## src/rtl/core_pkg.sv

```systemverilog
// Shared core constants and helpers used by the pipeline buffering blocks.
package core_pkg;

  localparam int DATA_W  = 32;
  localparam int SHIFT_M = 3;

  // Pointer width for a storage array of the given depth. This is never less than one bit.
  function automatic int ptr_width(input int depth);
    return (depth > 1) ? $clog2(depth) : 1;
  endfunction

endpackage

```

## src/rtl/fifo_mem.sv

```systemverilog
// Register-array storage for a small FIFO.
// It has one synchronous write port and one asynchronous read port.
// The contents are deliberately left unreset.
module fifo_mem
  import core_pkg::*;
#(
  parameter int N     = DATA_W,
  parameter int DEPTH = 8
) (
  input  logic                        clk,
  input  logic                        we,
  input  logic [ptr_width(DEPTH)-1:0] waddr,
  input  logic [N-1:0]                wdata,
  input  logic [ptr_width(DEPTH)-1:0] raddr,
  output logic [N-1:0]                rdata
);

  logic [N-1:0] mem [DEPTH];

  // Write the addressed entry on the rising edge when enabled.
  always_ff @(posedge clk) begin
    if (we) begin
      mem[waddr] <= wdata;
    end
  end

  assign rdata = mem[raddr];

endmodule

```

## src/rtl/delay_skid_fifo.sv

```systemverilog
// Skid buffer behind the fixed-latency delay line.
// It absorbs entries that cannot be stalled.
// almost_full warns the upstream issue logic early enough that in-flight entries still fit.
module delay_skid_fifo
  import core_pkg::*;
#(
  parameter int N            = DATA_W,
  parameter int DEPTH        = 8,
  parameter int AFULL_MARGIN = SHIFT_M
) (
  input  logic                   clk,
  input  logic                   rst_n,
  input  logic                   in_valid,
  input  logic [N-1:0]           in_data,
  output logic                   out_valid,
  input  logic                   out_ready,
  output logic [N-1:0]           out_data,
  output logic [$clog2(DEPTH):0] count,
  output logic                   almost_full,
  output logic                   overflow,
  input  logic                   clr_ovf,
  input  logic                   flush
);

  localparam int PW   = ptr_width(DEPTH);
  localparam int CW   = $clog2(DEPTH) + 1;
  localparam int AF_T = (DEPTH > AFULL_MARGIN) ? DEPTH - AFULL_MARGIN : 0;
  localparam logic [CW-1:0] AF_THRESH = CW'(AF_T);
  localparam logic [CW-1:0] FULL_CNT  = CW'(DEPTH);

  logic [PW-1:0] wr_ptr;
  logic [PW-1:0] rd_ptr;
  logic          pop;
  logic          full;
  logic          accept;
  logic          drop;

  assign out_valid   = (count != '0);
  assign almost_full = (count >= AF_THRESH);
  assign full        = (count == FULL_CNT);
  assign pop         = out_valid & out_ready;
  assign accept      = in_valid & (~full | pop);
  assign drop        = in_valid & full & ~pop & ~flush;

  fifo_mem #(
    .N    (N),
    .DEPTH(DEPTH)
  ) u_mem (
    .clk  (clk),
    .we   (accept & ~flush),
    .waddr(wr_ptr),
    .wdata(in_data),
    .raddr(rd_ptr),
    .rdata(out_data)
  );

  // Advance the pointers and track occupancy. A flush takes priority over any push or pop.
  always_ff @(posedge clk or negedge rst_n) begin
    if (!rst_n) begin
      wr_ptr <= '0;
      rd_ptr <= '0;
      count  <= '0;
    end else if (flush) begin
      wr_ptr <= '0;
      rd_ptr <= '0;
      count  <= '0;
    end else begin
      if (accept) begin
        wr_ptr <= wr_ptr + PW'(1);
      end
      if (pop) begin
        rd_ptr <= rd_ptr + PW'(1);
      end
      case ({accept, pop})
        2'b10:   count <= count + CW'(1);
        2'b01:   count <= count - CW'(1);
        default: count <= count;
      endcase
    end
  end

  // Latch an overflow on a dropped entry. A drop beats a clear in the same cycle.
  always_ff @(posedge clk or negedge rst_n) begin
    if (!rst_n) begin
      overflow <= 1'b0;
    end else if (drop) begin
      overflow <= 1'b1;
    end else if (clr_ovf) begin
      overflow <= 1'b0;
    end
  end

endmodule

```

## config.mk

```make
export PLATFORM = sky130hd
export DESIGN_NAME = delay_skid_fifo
export DESIGN_NICKNAME = d
export VERILOG_FILES = /design/src/rtl/core_pkg.sv /design/src/rtl/fifo_mem.sv /design/src/rtl/delay_skid_fifo.sv
export SDC_FILE = /design/constraint.sdc
export NUM_CORES = 1
export LEC_CHECK = 0
export ABC_AREA = 0
export ABC_CLOCK_PERIOD_IN_PS = 5460
export CAP_MARGIN = 20
export CORE_AREA = 2 2 128 155
export DETAILED_ROUTE_END_ITERATION = 8
export DIE_AREA = 0 0 130 157
export HOLD_SLACK_MARGIN = 0.15
export PLACE_DENSITY = 0.75
export SYNTH_ARGS = -nofsm -noshare
export SYNTH_HDL_FRONTEND = slang
export SYNTH_SLANG_ARGS = --single-unit
```

## constraint.sdc

```tcl
create_clock -name clk -period 5.46 [get_ports clk]
set_input_delay 1.365 -clock clk [delete_from_list [all_inputs] [get_ports clk]]
set_output_delay 1.365 -clock clk [all_outputs]
set_load 0.05 [all_outputs]
```

==> impl_metrics.ini, run 1 <==
[status]
outcome = complete, no violations

[clock_tree]
path_clk_slew_ns = 0.06
numCtsBuffers = 25
cts_hold_buf = 0
htreeDepth = 1
ctsResizeCount = 0
root_buffer = clkbuf_16
clk_path_buf_depth = 3
cts_tree = yes
cts.sinks = 267
clkLatencyLatePin_ns = 0.52
cts_setup_buffers = 0

[global_routing]
grtUsageMet3_pct = 2.99
grt_first_pass_wirelength_mm = 28.9
antenna_found_initial = 0
grt_overflow = 0
grt_max_degree = 54
grt_use_total_pct = 19.0
met2_usage_pct = 32.8
use_met1_pct = 25.5
busiest_layer = met2
grt_pass1_vias = 5021

[logic_synthesis]
synth-seq-cells = 267
seq_area_frac_synth_pct = 77.2
synth_flop_cell = edfxtp_1
syn_area_per_cell_um2 = 23.1
syn_area_um2 = 10300
synth_cell_type_count = 38
synth_edf_count = 256
yosys_warnings = 0
ys_async_sr_fraction_pct = 4.12
synth_cells = 447
syn-num-nets = 489

[job]
maxCapViolations = 0

[power]
power_uw = 5260
ir_drop_v = 0.000344
cellLeakagePower_uw = 0.00387
power.density_nw_per_um2 = 429

[setup_path]
cp.required_ns = 4.09
crit_fanout = 34
critPathLaunch = rd_ptr[1]
cp.arrival_ns = 3.18
cpMaxStageDelayCell = dfrtp_2
crit_type = register to primary output
cp-end-kind = primary output
path_cells = buf_4 > mux4_2 > mux2_2 > clkdlybuf4s50_1
critPathLaunchType = register
max_stage_delay_ns = 0.92
timing.rr.start = count[1]
reg2reg_slack_ns = 2.92

[timing]
fin_tns_setup_ns = 0
hold_viol = 0
finalMaxSlewViolations = 0
rsz0062_at_grt = no
relSlewSlack_pct = 33.9
setup_violations = 0
fin_crit_sh_pct = 83.3
fmax_mhz = 220
worst_pin_slew_ns = 0.991
layout_min_cycle_time_ns = 4.55
fin_worst_skew_ns = 0.0139

[floorplan]
rows = 55
ios = 77
start_util_pct = 54.9
die_w_um = 130
coreArea_um2 = 18800
die_h_um = 157
die-area_um2 = 20400

[drt]
drt_iter0_drc = 280
wl_mm = 18.7
routedWlPerCell_um = 22.7
drcViolationCount = 0
dr.pass1.iters = 4
vias = 4728
ant_nets = 0
vias_per_cell = 5.74

[finish]
fill_cells = 1218
layout-drive-gt1-share_pct = 29.4
fin_util_pct = 65.2
synthToLayoutAreaGrowth_pct = 18.8
seqCellArea_um2 = 7970
multi_input_area_um2 = 2300
diodes = 0
design_area_um2 = 12200
nNetsFinal = 591

[worst_hold_path]
holdCritStartpoint = overflow
hp-class = register to register

[placement]
dpl_cell_area_um2 = 11500
port-buffer-count = 76
gp_congestion = 0.744
dp_hpwl_mm = 11.0
[metal layers]
metal,part of all wire [%],wire length [um],up-vias
met5,0,0,-
met4,1.7,325,0
met3,4.7,876,25
met2,53,9880,121
met1,41,7630,2489
li1,-,-,2093
[cell families after synthesis]
family | count (synthesis) | share of synthesized area (%)
buffers and inverters | 22 | 0.971
adder cells (fa/ha/maj) | 4 | 0.486
flip-flops | 267 | 77.2
AND/OR/NAND/NOR | 34 | 1.83
multiplexers | 99 | 17.8
XOR/XNOR | 6 | 0.510
AO/OA/AOI/OAI | 15 | 1.18
[critical path: cells and delay by family, from the launching register on]
| family | cells | cell delay [ns] |
|---|---|---|
| multiplexers | 2 | 0.64 |
| flip-flops | 1 | 0.92 |
| buffers and inverters | 2 | 1.11 |
[flip-flops by register name, summed over array words and instances, names as in the netlist]
| signal | flops |
|---|---|
| wr_ptr | 3 |
| overflow | 1 |
| rd_ptr | 3 |
| u_mem.mem | 256 |
| count | 4 |
[area by class of cell]
type                            count  share of cell area [%]
Clock buffer                       28                    5.20
Clock inverter                     18                   0.736
Inverter                            2                  0.0613
Multi-Input combinational cell    158                    18.8
Sequential cell                   267                    65.1
Tap cell                          256                    2.62
Timing Repair Buffer               95                    7.48
[cells in the mapped netlist, types with 2 or more instances]
cell        n  share of area, %
a21oi_1     3              0.15
a31oi_1     2              0.12
buf_2       8              0.39
clkbuf_1   10              0.36
dfrtp_1    11               2.7
edfxtp_1  256                75
ha_1        4              0.49
inv_1       2             0.073
mux2_2     32               3.5
mux2i_1     2              0.19
mux4_2     64                14
nand2_1     2             0.073
nand2b_1    2              0.12
nand3_1     2             0.097
nand3b_1    2              0.15
nor2_1     13              0.47
nor2b_1     2              0.12
nor3_1      3              0.15
o31ai_1     2              0.15
or3_1       2              0.12
xor2_1      6              0.51
[placed cells by master (no fill, tap or decap), drive strengths merged, types with 3 or more instances in the layout]
cell,synthesis,routed
clkdlybuf4s50,0,76
nor3,3,3
xor2,6,6
ha,4,4
buf,10,19
a21oi,3,3
edfxtp,256,256
clkinv,0,16
mux4,64,64
nor2,13,13
dfrtp,11,11
mux2,33,33
clkbuf,10,28
inv,2,3
[report_power, final]
part	leakage, uW	switching (uW)	internal (uW)	total [uW]
clock	0.000360	701	840	1540
sequential	0.00246	85.5	2310	2400
combinational	0.00105	729	589	1320
[through the flow]
step / hold slack (ns) / instances / setup slack, ns
floorplan: 0.582 / 447 / 0.219
global placement: 0.507 / 778 / 1.44
detailed placement: 0.495 / 778 / 1.41
CTS: 0.518 / 824 / 0.848
global route: 0.550 / 824 / 0.786
finish: 0.511 / 824 / 0.913
[worst paths after layout]
path | to | cells after the start
hold reg to reg | overflow | 2
hold / removal | overflow | 2
setup reg to reg | u_mem.mem[6][7] | 4
max in group asynchronous | rd_ptr[0] | 1
min in group asynchronous | count[2] | 1
setup / recovery | out_data[18] | 4
Note: power is estimated with default switching activity, not from simulation.
==> run 2, diff against run 1 <==
Settings changed: ABC_CLOCK_PERIOD_IN_PS 5460 to 3900, CORE_AREA 2 2 128 155 to 2 2 132 160, DIE_AREA 0 0 130 157 to 0 0 134 162, PLACE_DENSITY 0.75 to 0.74.
Clock period 5.46 ns to 3.9 ns, I/O delays scaled along.
==> run 2 against run 1 <==
Compared with the run above:
- utilization is 2.8 points lower
- combinational power is 41% higher
- register-to-register slack worse by 1.5 ns
- sequential share of layout area is 1.3 points lower
- clock-buffer cell count is 5 higher
- largest cell class unchanged
- critical endpoint is now out_data[9]
==> impl_metrics.ini, run 2 (synthesis gave the netlist of run 1 again) <==
[job]
maxCapViolations = 0

[clock_tree]
cts.sinks = 267
path_clk_slew_ns = 0.06
root_buffer = clkbuf_16
clk_path_buf_depth = 3
htreeDepth = 1
cts_hold_buf = 0
cts_tree = yes
numCtsBuffers = 24
clkLatencyLatePin_ns = 0.51
cts_setup_buffers = 0

[floorplan]
rows = 57
die_h_um = 162
coreArea_um2 = 20000
ios = 77
die_w_um = 134
die-area_um2 = 21700
start_util_pct = 51.4

[setup_path]
cp.required_ns = 2.92
critPathLaunchType = register
reg2reg_depth = 6
cp.arrival_ns = 2.83
cp-end-kind = primary output
crit_fanout = 14
crit_type = register to primary output

[placement]
post-place-ws_ns = 0.447
port-buffer-count = 76
gp_congestion = 0.701
dp_hpwl_mm = 11.4

[drt]
wl_mm = 19.7
drt_iter0_drc = 370
ant_nets = 0
routedWlPerCell_um = 23.6
dr.pass1.iters = 6
vias = 4829
drcViolationCount = 0
vias_per_cell = 5.80

[finish]
mostFrequentLayoutCells = edfxtp_1, mux4_2, clkdlybuf4s50_1
layout-drive-gt1-share_pct = 30.5
synthToLayoutAreaGrowth_pct = 21.2
final_common_cell = edfxtp_1
largest_reg_flops = 256
biggestRegsByFlops = u_mem.mem (256), count (4)
max_flop_register = u_mem.mem
diodes = 0
nNetsFinal = 592
fill_cells = 1297

[global_routing]
grt_first_pass_wirelength_mm = 30.3
grt_max_degree = 45
antenna_found_initial = 0
grt_overflow = 0
grt_use_total_pct = 18.7
grt_pass1_vias = 5196

[power]
power_frac_seq_pct = 43.7
power.density_nw_per_um2 = 614
p_switching_uw = 2120
p_sw_share_pct = 27.7
clkPwrFrac_pct = 32.1
p_int_uw = 5550
cellLeakagePower_uw = 0.00406
ir_drop_v = 0.000620
p_comb_share_pct = 24.3

[timing]
layout_min_cycle_time_ns = 3.80
fin_crit_sh_pct = 97.5
fin_tns_setup_ns = 0
fin_worst_skew_ns = 0.00595
relSlewSlack_pct = 41.1
setup_violations = 0
hold_viol = 0
fmax_mhz = 263
finalMaxSlewViolations = 0
worst_pin_slew_ns = 0.879
rsz0062_at_grt = no
fin_ws_ns = 0.0988

[status]
outcome = complete, no violations

[worst_hold_path]
holdPathStages = 2
hp-class = register to register
run 2: changes by cell type in the layout (fill, tap and decap cells not counted), sizes merged, moves of 2 or more:
cell           previous run  this run
buf                      19        21
clkinv                   16         6
clkbuf                   28        33
dlygate4sd2               0        17
bufinv                    0         4
clkdlybuf4s50            76        49
dlymetal6s2s              0        10
run 2: worst max-delay path: stages (launching register included):
cell and delay, ns:
dfrtp_4 0.63, buf_12 0.22, mux4_2 0.50, mux2_2 0.27, clkdlybuf4s50_1 0.70
run 2: timing repair:
action	in CTS	in global routing
endpoints found under the setup margin	17	10
pin swaps	0	0
endpoints found under the hold margin	0	0
gates resized for setup	17	10
run 2: final timing paths:
kind                       slack [ns]          end      start
setup / recovery                  0.1  out_data[9]  rd_ptr[0]
hold / removal                   0.49     overflow   overflow
setup reg to reg                 1.37     count[3]   count[0]
hold reg to reg                  0.49     overflow   overflow
max in group asynchronous        2.65    rd_ptr[0]      rst_n
min in group asynchronous        0.83     overflow      rst_n
run 2: area by class of cell:
cell class | instances | area [um^2] | area share [%]
clock inverters | 11 | 158 | 1.26
clock buffers | 33 | 686 | 5.49
repair buffers | 97 | 1020 | 8.18
well taps | 265 | 332 | 2.65
multi-input cells | 158 | 2320 | 18.6
inverters | 2 | 7.51 | 0.0601
flip-flops and latches | 267 | 7970 | 63.8
run 2: metal layers:
metal  GRT usage [%]  vias up  share of wire, %
li1                -     2095                 -
met1            25.0     2564                41
met2            32.5      147                52
met3            3.12       23               5.4
met4            4.50        0               1.3
met5               0        -                 0
run 2: power groups by stage:
| stage | Clock, uW | Sequential [uW] | Combinational (uW) |
|---|---|---|---|
| after floorplan | 0 | 3400 | 1350 |
| after global placement | 0 | 3400 | 1910 |
| after detailed placement | 0 | 3410 | 1930 |
| after CTS | 2500 | 3350 | 1890 |
| after global routing | 2610 | 3360 | 1970 |
| final | 2460 | 3350 | 1860 |
run 2: stage by stage:
stage	total power, uW	instances	hold slack, ns	area [um^2]	utilization, %
3_3_place_gp	5310	789	0.483	11600	58.1
3_5_place_dp	5340	789	0.478	11600	58.1
2_1_floorplan	4750	447	0.598	10300	-
4_1_cts	7750	833	0.502	12500	62.2
6_report	7670	833	0.490	12500	62.3
5_1_grt	7940	833	0.521	12500	62.3
==> run 3, diff against run 2 <==
Settings changed: HOLD_SLACK_MARGIN 0.15 to 0.05.
==> results of run 3 <==
Final layout, timing and power as in run 2 (identical DEF).
